$ cat src/rtl/pc_sequencer_if.sv
// Redirect request / fetch address bundle between the execute-stage
// redirect producers, the PC sequencer and instruction fetch.
interface pc_sequencer_if;
  logic        stall_i;
  logic        trap_req;
  logic [31:0] trap_vec;
  logic        jmp_req;
  logic [31:0] jmp_target;
  logic        br_req;
  logic [31:0] br_target;
  logic        fetch_ready;
  logic [31:0] pc;
  logic        fetch_valid;
  logic        ignore_curr_inst;
  logic        redirect_taken;
  logic        misaligned_err;

  modport master (
    output stall_i, trap_req, trap_vec, jmp_req, jmp_target, br_req, br_target, fetch_ready,
    input  pc, fetch_valid, ignore_curr_inst, redirect_taken, misaligned_err
  );

  modport slave (
    input  stall_i, trap_req, trap_vec, jmp_req, jmp_target, br_req, br_target, fetch_ready,
    output pc, fetch_valid, ignore_curr_inst, redirect_taken, misaligned_err
  );
endinterface

$ cat src/rtl/pc_sequencer.sv
// Fetch PC owner: arbitrates trap/jump/branch redirects into one registered
// PC stream, parks redirects fetch cannot take, and squashes the wrong path.
module pc_sequencer #(
  parameter logic [31:0] RESET_PC     = 32'h0000_0000,
  parameter int unsigned FLUSH_CYCLES = 1
) (
  input logic           i_clk,
  input logic           i_rst,
  pc_sequencer_if.slave bus
);
  // state | meaning
  // BOOT  | first cycle out of reset, no fetch issued yet
  // RUN   | sequential fetch, redirect sources arbitrated
  // PEND  | redirect parked until fetch accepts it
  // FLUSH | redirect applied, wrong-path instructions squashed
  typedef enum logic [1:0] {BOOT, RUN, PEND, FLUSH} state_t;

  localparam logic [2:0] FLUSH_LOAD = 3'(FLUSH_CYCLES);

  state_t      state_q, state_d;
  logic [31:0] pc_q, pc_d;
  logic [31:0] pend_q, pend_d;
  logic [2:0]  cnt_q, cnt_d;
  logic        valid_q, valid_d;
  logic        ign_q, ign_d;
  logic        rt_q, rt_d;
  logic        me_q, me_d;

  logic [31:0] jmp_al, br_al, pc_inc, win_tgt;
  logic        win_ok, win_bad;

  assign jmp_al = bus.jmp_target & ~32'd1;
  assign br_al  = bus.br_target & ~32'd1;
  assign pc_inc = pc_q + 32'd4;

  // A misaligned jmp/br still wins arbitration, so it blocks lower sources.
  always_comb begin
    win_ok  = 1'b0;
    win_bad = 1'b0;
    win_tgt = bus.trap_vec;
    if (bus.trap_req) begin
      win_ok = 1'b1;
    end else if (bus.jmp_req) begin
      win_tgt = jmp_al;
      win_ok  = ~jmp_al[1];
      win_bad = jmp_al[1];
    end else if (bus.br_req) begin
      win_tgt = br_al;
      win_ok  = ~br_al[1];
      win_bad = br_al[1];
    end
  end

  always_comb begin
    state_d = state_q;
    pc_d    = pc_q;
    pend_d  = pend_q;
    cnt_d   = cnt_q;
    valid_d = 1'b1;
    ign_d   = 1'b0;
    rt_d    = 1'b0;
    me_d    = 1'b0;
    unique case (state_q)
      BOOT: state_d = RUN;
      RUN: begin
        me_d = win_bad;
        if (win_ok) begin
          ign_d = 1'b1;
          if (bus.fetch_ready) begin
            pc_d    = win_tgt;
            rt_d    = 1'b1;
            cnt_d   = FLUSH_LOAD;
            state_d = FLUSH;
          end else begin
            pend_d  = win_tgt;
            state_d = PEND;
          end
        end else if (bus.fetch_ready && !bus.stall_i) begin
          pc_d = pc_inc;
        end
      end
      PEND: begin
        ign_d = 1'b1;
        if (bus.trap_req) pend_d = bus.trap_vec;
        if (bus.fetch_ready) begin
          pc_d    = bus.trap_req ? bus.trap_vec : pend_q;
          rt_d    = 1'b1;
          cnt_d   = FLUSH_LOAD;
          state_d = FLUSH;
        end
      end
      FLUSH: begin
        if (bus.trap_req) begin
          ign_d = 1'b1;
          if (bus.fetch_ready) begin
            pc_d  = bus.trap_vec;
            rt_d  = 1'b1;
            cnt_d = FLUSH_LOAD;
          end else begin
            pend_d  = bus.trap_vec;
            state_d = PEND;
          end
        end else begin
          if (bus.fetch_ready) pc_d = pc_inc;
          cnt_d = cnt_q - 3'd1;
          if (cnt_q <= 3'd1) state_d = RUN;
          else               ign_d   = 1'b1;
        end
      end
      default: state_d = BOOT;
    endcase
  end

  always_ff @(posedge i_clk) begin
    if (!i_rst) begin
      state_q <= BOOT;
      pc_q    <= RESET_PC;
      pend_q  <= 32'd0;
      cnt_q   <= 3'd0;
      valid_q <= 1'b0;
      ign_q   <= 1'b0;
      rt_q    <= 1'b0;
      me_q    <= 1'b0;
    end else begin
      state_q <= state_d;
      pc_q    <= pc_d;
      pend_q  <= pend_d;
      cnt_q   <= cnt_d;
      valid_q <= valid_d;
      ign_q   <= ign_d;
      rt_q    <= rt_d;
      me_q    <= me_d;
    end
  end

  assign bus.pc               = pc_q;
  assign bus.fetch_valid      = valid_q;
  assign bus.ignore_curr_inst = ign_q;
  assign bus.redirect_taken   = rt_q;
  assign bus.misaligned_err   = me_q;
endmodule

$ cat src/flat_wrapper.sv
// flat-port wrapper written by rule: the top's interface ports become plain ports
module pc_sequencer_flat 
#(
  parameter logic [31:0] RESET_PC     = 32'h0000_0000,
  parameter int unsigned FLUSH_CYCLES = 1
)
  (i_clk, i_rst, bus_stall_i, bus_trap_req, bus_trap_vec, bus_jmp_req, bus_jmp_target, bus_br_req, bus_br_target, bus_fetch_ready, bus_pc, bus_fetch_valid, bus_ignore_curr_inst, bus_redirect_taken, bus_misaligned_err);
  pc_sequencer_if bus_i ();
  input logic i_clk;
  input logic i_rst;
  input wire logic [$bits(bus_i.stall_i)-1:0] bus_stall_i;
  input wire logic [$bits(bus_i.trap_req)-1:0] bus_trap_req;
  input wire logic [$bits(bus_i.trap_vec)-1:0] bus_trap_vec;
  input wire logic [$bits(bus_i.jmp_req)-1:0] bus_jmp_req;
  input wire logic [$bits(bus_i.jmp_target)-1:0] bus_jmp_target;
  input wire logic [$bits(bus_i.br_req)-1:0] bus_br_req;
  input wire logic [$bits(bus_i.br_target)-1:0] bus_br_target;
  input wire logic [$bits(bus_i.fetch_ready)-1:0] bus_fetch_ready;
  output wire logic [$bits(bus_i.pc)-1:0] bus_pc;
  output wire logic [$bits(bus_i.fetch_valid)-1:0] bus_fetch_valid;
  output wire logic [$bits(bus_i.ignore_curr_inst)-1:0] bus_ignore_curr_inst;
  output wire logic [$bits(bus_i.redirect_taken)-1:0] bus_redirect_taken;
  output wire logic [$bits(bus_i.misaligned_err)-1:0] bus_misaligned_err;
  assign bus_i.stall_i = bus_stall_i;
  assign bus_i.trap_req = bus_trap_req;
  assign bus_i.trap_vec = bus_trap_vec;
  assign bus_i.jmp_req = bus_jmp_req;
  assign bus_i.jmp_target = bus_jmp_target;
  assign bus_i.br_req = bus_br_req;
  assign bus_i.br_target = bus_br_target;
  assign bus_i.fetch_ready = bus_fetch_ready;
  assign bus_pc = bus_i.pc;
  assign bus_fetch_valid = bus_i.fetch_valid;
  assign bus_ignore_curr_inst = bus_i.ignore_curr_inst;
  assign bus_redirect_taken = bus_i.redirect_taken;
  assign bus_misaligned_err = bus_i.misaligned_err;
  pc_sequencer #(.RESET_PC(RESET_PC), .FLUSH_CYCLES(FLUSH_CYCLES)) u_core (.i_clk(i_clk), .i_rst(i_rst), .bus(bus_i));
endmodule
$ cat config.mk
export PLATFORM = sky130hd
export DESIGN_NAME = pc_sequencer_flat
export DESIGN_NICKNAME = d
export VERILOG_FILES = /design/src/rtl/pc_sequencer_if.sv /design/src/rtl/pc_sequencer.sv /design/src/flat_wrapper.sv
export SDC_FILE = /design/constraint.sdc
export NUM_CORES = 1
export LEC_CHECK = 0
export ABC_AREA = 1
export CAP_MARGIN = 5
export CORE_MARGIN = 10
export CORE_UTILIZATION = 51
export CTS_CLUSTER_DIAMETER = 200
export DETAILED_ROUTE_END_ITERATION = 7
export GPL_TIMING_DRIVEN = 0
export HOLD_SLACK_MARGIN = 0.03
export PLACE_DENSITY = 0.81
export SLEW_MARGIN = 20
export SYNTH_ARGS = -nofsm -noshare
export SYNTH_HDL_FRONTEND = slang
export SYNTH_SLANG_ARGS = --single-unit
export TNS_END_PERCENT = 30
$ cat constraint.sdc
create_clock -name i_clk -period 2.05 [get_ports i_clk]
set_input_delay 0.41 -clock i_clk [delete_from_list [all_inputs] [get_ports i_clk]]
set_output_delay 0.41 -clock i_clk [all_outputs]
set_load 0.005 [all_outputs]
**Word level (Yosys, flattened, before mapping)**

Index checks and enable logic that the tools add are counted.

- Reductions and logical operators: 9
- Equality and inequality tests: 13
- Bitwise logic cells: 4
- Shift operators: 0
- $mul: 0
- Muxes and demuxes: 42
- Add/subtract/negate cells: 2
- Divide/modulo/power cells: 0
- Order comparisons: 1

Operators by type and width:

| kind | number |
|---|---|
| 2-to-1 mux 32 bit | 15 |
| case mux 32 bit (3 select lines) | 2 |
| adder 32 x 3 -> 32 bit (second input constant) | 1 |
| 2-to-1 mux 1 bit | 13 |
| 2-to-1 mux 2 bit | 5 |
| inequality test 2 bit (second input constant) | 5 |
| AND reduction 5 bit | 2 |
| 2-to-1 mux 3 bit | 3 |
| case mux 3 bit (3 select lines) | 1 |
| case mux 2 bit (4 select lines) | 1 |
| inequality test 3 bit (second input constant) | 2 |
| case mux 1 bit (3 select lines) | 2 |
| equality test 2 bit (second input constant) | 2 |
| NOT 1 bit | 4 |
| AND reduction 4 bit | 1 |
| less-or-equal comparator 3 x 1 -> 1 bit (second input constant) | 1 |
| inequality test 3 x 1 -> 1 bit (second input constant) | 1 |
| inequality test 3 x 2 -> 1 bit (second input constant) | 1 |
| nonzero test 3 bit | 1 |
| OR reduction 3 bit | 1 |
| subtractor 3 x 1 -> 3 bit (second input constant) | 1 |
| equality test 2 x 1 -> 1 bit (second input constant) | 1 |
| logical NOT 2 bit | 1 |
| inequality test 2 x 1 -> 1 bit (second input constant) | 1 |
| other kinds (3) | 3 |

- Memory bits (read-only): 0
- Bits in writable memories: 0
- Memories kept: 0
- Output and inout port bits: 36
- Register bits after elaboration: 73
- Latch bits: 0

**Depth between registers and ports, before layout**

- Word-level depth: 6
- Mapped depth: 11
- Mapped depth without buffers: 10

**Worst setup path after synthesis**

Ideal clock, no wire load.

- Path kind: input -> register
- Start: input port bus_trap_req
- End: register u_core.pc_q[11], in the netlist u_core.bus.pc[11]
- Arrival: 1.430 ns
- Cell stages on the path: 11
- Path slack: 0.511 ns
- Setup time: 0.109 ns
- Cells stage by stage: buf_2 inv_2 nand3_1 nand2_1 inv_2 buf_4 buf_6 a21oi_1 nand3_1 nand2_1 inv_1

- Longest elaborated chain between the ends: 4
- Elaborated cells between the ends (all ways): 11
- Those cells by class: 2 x eq/ne; 8 x mux; 1 x reduce/logical

RTL lines:

| item | line | RTL |
|---|---|---|
| start, declared | flat_wrapper.sv:12 | `input wire logic [$bits(bus_i.trap_req)-1:0] bus_trap_req;` |
| 2-to-1 mux 32 bit | pc_sequencer.sv:41 | `if (bus.trap_req) begin` |
| 2-to-1 mux 32 bit | pc_sequencer.sv:69 | `if (bus.fetch_ready) begin` |
| 2-to-1 mux 32 bit | pc_sequencer.sv:67 | `if (win_ok) begin` |
| case mux 32 bit (3 select lines) | pc_sequencer.sv:63 | `unique case (state_q)` |
| end signal, assigned | pc_sequencer.sv:126 | `pc_q <= pc_d;` |
| end, declared | pc_sequencer.sv:21 | `logic [31:0] pc_q, pc_d;` |

Several ways; a longest one is shown, not always the timed one. The select of a mux whose other input is x is not followed.
A chain may end at the register's enable or synchronous reset.

**Worst setup path in the final report**

- Start: register u_core.state_q[1]
- End: register u_core.pc_q[28], in the netlist u_core.bus.pc[28]

- Longest elaborated chain between the ends: 3
- Elaborated cells between the ends (all ways): 10
- Those cells by class: 7 x eq/ne; 1 x mux; 2 x reduce/logical

RTL lines:

| item | line | RTL |
|---|---|---|
| start, declared | pc_sequencer.sv:20 | `state_t state_q, state_d;` |
| start signal, assigned | pc_sequencer.sv:125 | `state_q <= state_d;` |
| equality test 2 x 1 -> 1 bit or equality test 2 bit (tied branches) | pc_sequencer.sv:63 |  |
| inequality test 3 x 1 -> 1 bit (no line) (tied with other cells) | n/a |  |
| AND reduction 5 bit (no line) | n/a |  |

Several ways; a longest one is shown, not always the timed one.

==> impl_metrics.ini <==
[finish]
finish.utilization_pct = 68.0
drive_gt1_share_pct = 7.96
fin_cells = 1336
final_common_cell = nand2_1
fillCellCount = 1049
nNetsFinal = 1294
diodes = 0
syn2layout_area_growth_pct = 30.9
mostFrequentLayoutCells = nand2_1 (362), nor2_1 (145), clkdlybuf4s50_1 (132)

[power]
leakage_nw = 3.47
ir_worst_vdd_mv = 0.596
total_power_w = 0.00532
power_density_mw_per_mm2 = 687

[global_routing]
track_usage_pct = 27.9
grt_max_degree = 13
grt_pass1_wl_um = 36900
antenna_found_initial = 0
overflow = 0
grt_pass1_vias = 6991

[synth]
syn_inst = 1043
synth_nets = 1149
synth-edff-count = 0
synth_warnings = 0
synth_top_area_share_pct = 24.7
synth_seq_cells = 73
async_flop_share_pct = 0
postSynthAreaPerCell_um2 = 5.66
synth_top_cell_by_area = dfxtp_1
ys_seq_area_share_pct = 24.7
synth_area_mm2 = 0.00591
synth_area_leaders = dfxtp_1 (25%), nand2_1 (23%), nor2_1 (9.2%)
synthFlopType = dfxtp_1
synth.distinct_cells = 40

[status]
outcome = finished clean

[min_path]
min_delay_path_depth = 2
min_path_type = flip-flop to flip-flop
min_from = u_core.pend_q[18]
hold_end = u_core.pend_q[18]

[critical_path]
rrSetupSlack_ps = 160
critPathTopFamily = buffers and inverters
arrival_ps = 2170
cp-startpoint = u_core.state_q[1]
r2r_cells = 9
r2r_end = u_core.bus.pc[28]
critPathMaxFanout = 10
slowest_delay_ps = 320
crit_buf_inv = 4
cp_slowest_cell = dfxtp_1
reg2reg_from = u_core.state_q[1]
cp.required_ps = 2330
cp-end-kind = flip-flop
path_cells = buf_4 -> nand2_2 -> inv_2 -> buf_4 -> buf_2 -> nand3_1 -> nand3_1 -> nor2_1 -> a21oi_1
startpoint_type = flip-flop
path_class = flip-flop to flip-flop

[cts]
postCtsSetupBuffers = 0
tritoncts = yes
cts_buffers = 9
cts-root-buf = clkbuf_16
h-tree-depth = 3
insertion_delay_ps = 340
cts_sinks = 73
clk_path_buf_depth = 2
clk_pin_slew_ps = 60

[floorplan]
die_w_um = 128
core_mm2 = 0.0114
start_util_pct = 52.0
rows = 39
die_h_um = 128
dieArea_mm2 = 0.0163
ioPinCount = 139

[sta]
setup_viol = 0
tightest_slew_ps = 613
finClkSkew_ps = 4.18
rsz0062_at_grt = yes
fin_ws_ps = 158
finalHoldViolCount = 0
whs_ps = 466
max_slew_margin_pct = 59.1
fin_crit_ps = 1890
slew_violations = 0
fmax_mhz = 528
fin_crit_sh_pct = 92.3

[drt]
dr.pass1.iters = 6
drc = 0
wire_per_inst_um = 17.7
vias_per_cell = 5.81
wl_um = 23600
vias = 7759
drt_iter0_drc = 1175
drtAntennaViolNets = 0

[place]
dp.cells = 1320
hpwl_um = 17600
io_buffers = 134
dp_worst_setup_slack_ps = -495
place_congestion = 0.993

[flow_run]
maxCapViolCount = 0
-- registers in the layout (all words and copies together), names as in the netlist --
| name | count |
|---|---|
| u_core.bus.fetch_valid | 1 |
| u_core.pend_q | 32 |
| u_core.bus.misaligned_err | 1 |
| u_core.bus.redirect_taken | 1 |
| u_core.cnt_q | 3 |
| u_core.state_q | 2 |
| u_core.bus.ignore_curr_inst | 1 |
| u_core.bus.pc | 32 |
-- worst max-delay path by stage --
stage / endpoint / cells after the start
after floorplan: u_core.bus.pc[11] / 11
after global placement: u_core.bus.pc[12] / 10
after detailed placement: u_core.bus.pc[12] / 10
after CTS: u_core.bus.pc[4] / 9
after global routing: u_core.pend_q[2] / 5
final: u_core.bus.pc[28] / 9
-- worst reg2reg max path, stage by stage, from the launching register on --
cell and delay [ps]:
dfxtp_1 320, buf_4 170, nand2_2 210, inv_2 130, buf_4 200, buf_2 280, nand3_1 120, nand3_1 180
nor2_1 80, a21oi_1 130
-- synth_stat cells, drive strengths merged (3+ instances only) --
cell    instances
nand2         366
nand4           6
ha              3
clkbuf         16
nor2          151
nor3            6
a21boi          5
buf            48
nand3         111
xnor2           7
o21ai          92
dfxtp          73
xor2            5
or2             4
o211ai         11
a31oi           8
o21bai          3
a21oi          65
o211a           6
inv            50
-- metal layers --
layer  up-vias  track usage (%)  wire length [um]
li1       3702                -                 -
met1      3496             35.7              9390
met2       484             43.6             10500
met3        77             5.79              2750
met4         0             13.9              1020
met5         -                0                 0
-- stage by stage --
| step | setup TNS, ps | area, um2 |
|---|---|---|
| 4_1_cts | 0 | 7730 |
| 3_3_place_gp | -19860 | 7430 |
| 3_5_place_dp | -20240 | 7430 |
| 2_1_floorplan | 0 | 5910 |
| 5_1_grt | -0.348 | 7740 |
| 6_report | 0 | 7740 |
-- power by group --
group / internal [W] / total, W / switching, W
Clock: 0.000918 / 0.00158 / 0.000661
Sequential: 0.00163 / 0.00182 / 0.000195
Combinational: 0.000829 / 0.00191 / 0.00108
-- cell type report --
class | count | area (um2) | area share, %
multi-input cells | 856 | 3920 | 50.6
plain buffers | 64 | 352 | 4.54
repair buffers | 134 | 1340 | 17.4
inverters | 50 | 193 | 2.49
well taps | 143 | 179 | 2.31
clock buffers | 12 | 267 | 3.44
flip-flops and latches | 73 | 1460 | 18.9
clock inverters | 4 | 26.3 | 0.340
-- repair_timing --
item / 4_1_cts / 5_1_grt
hold buffers: 0 / 0
endpoints found under the setup margin: 32 / 20
resized for setup: 5 / 5
-- cell families after synthesis --
logic type	Yosys count	synth area share (%)
XOR/XNOR	12	1.78
AND/OR/NAND/NOR	646	45.4
AO/OA/AOI/OAI	195	18.3
adder cells (fa/ha/maj)	3	0.635
buffers and inverters	114	9.13
flip-flops	73	24.7
(Power assumes the default switching activity.)
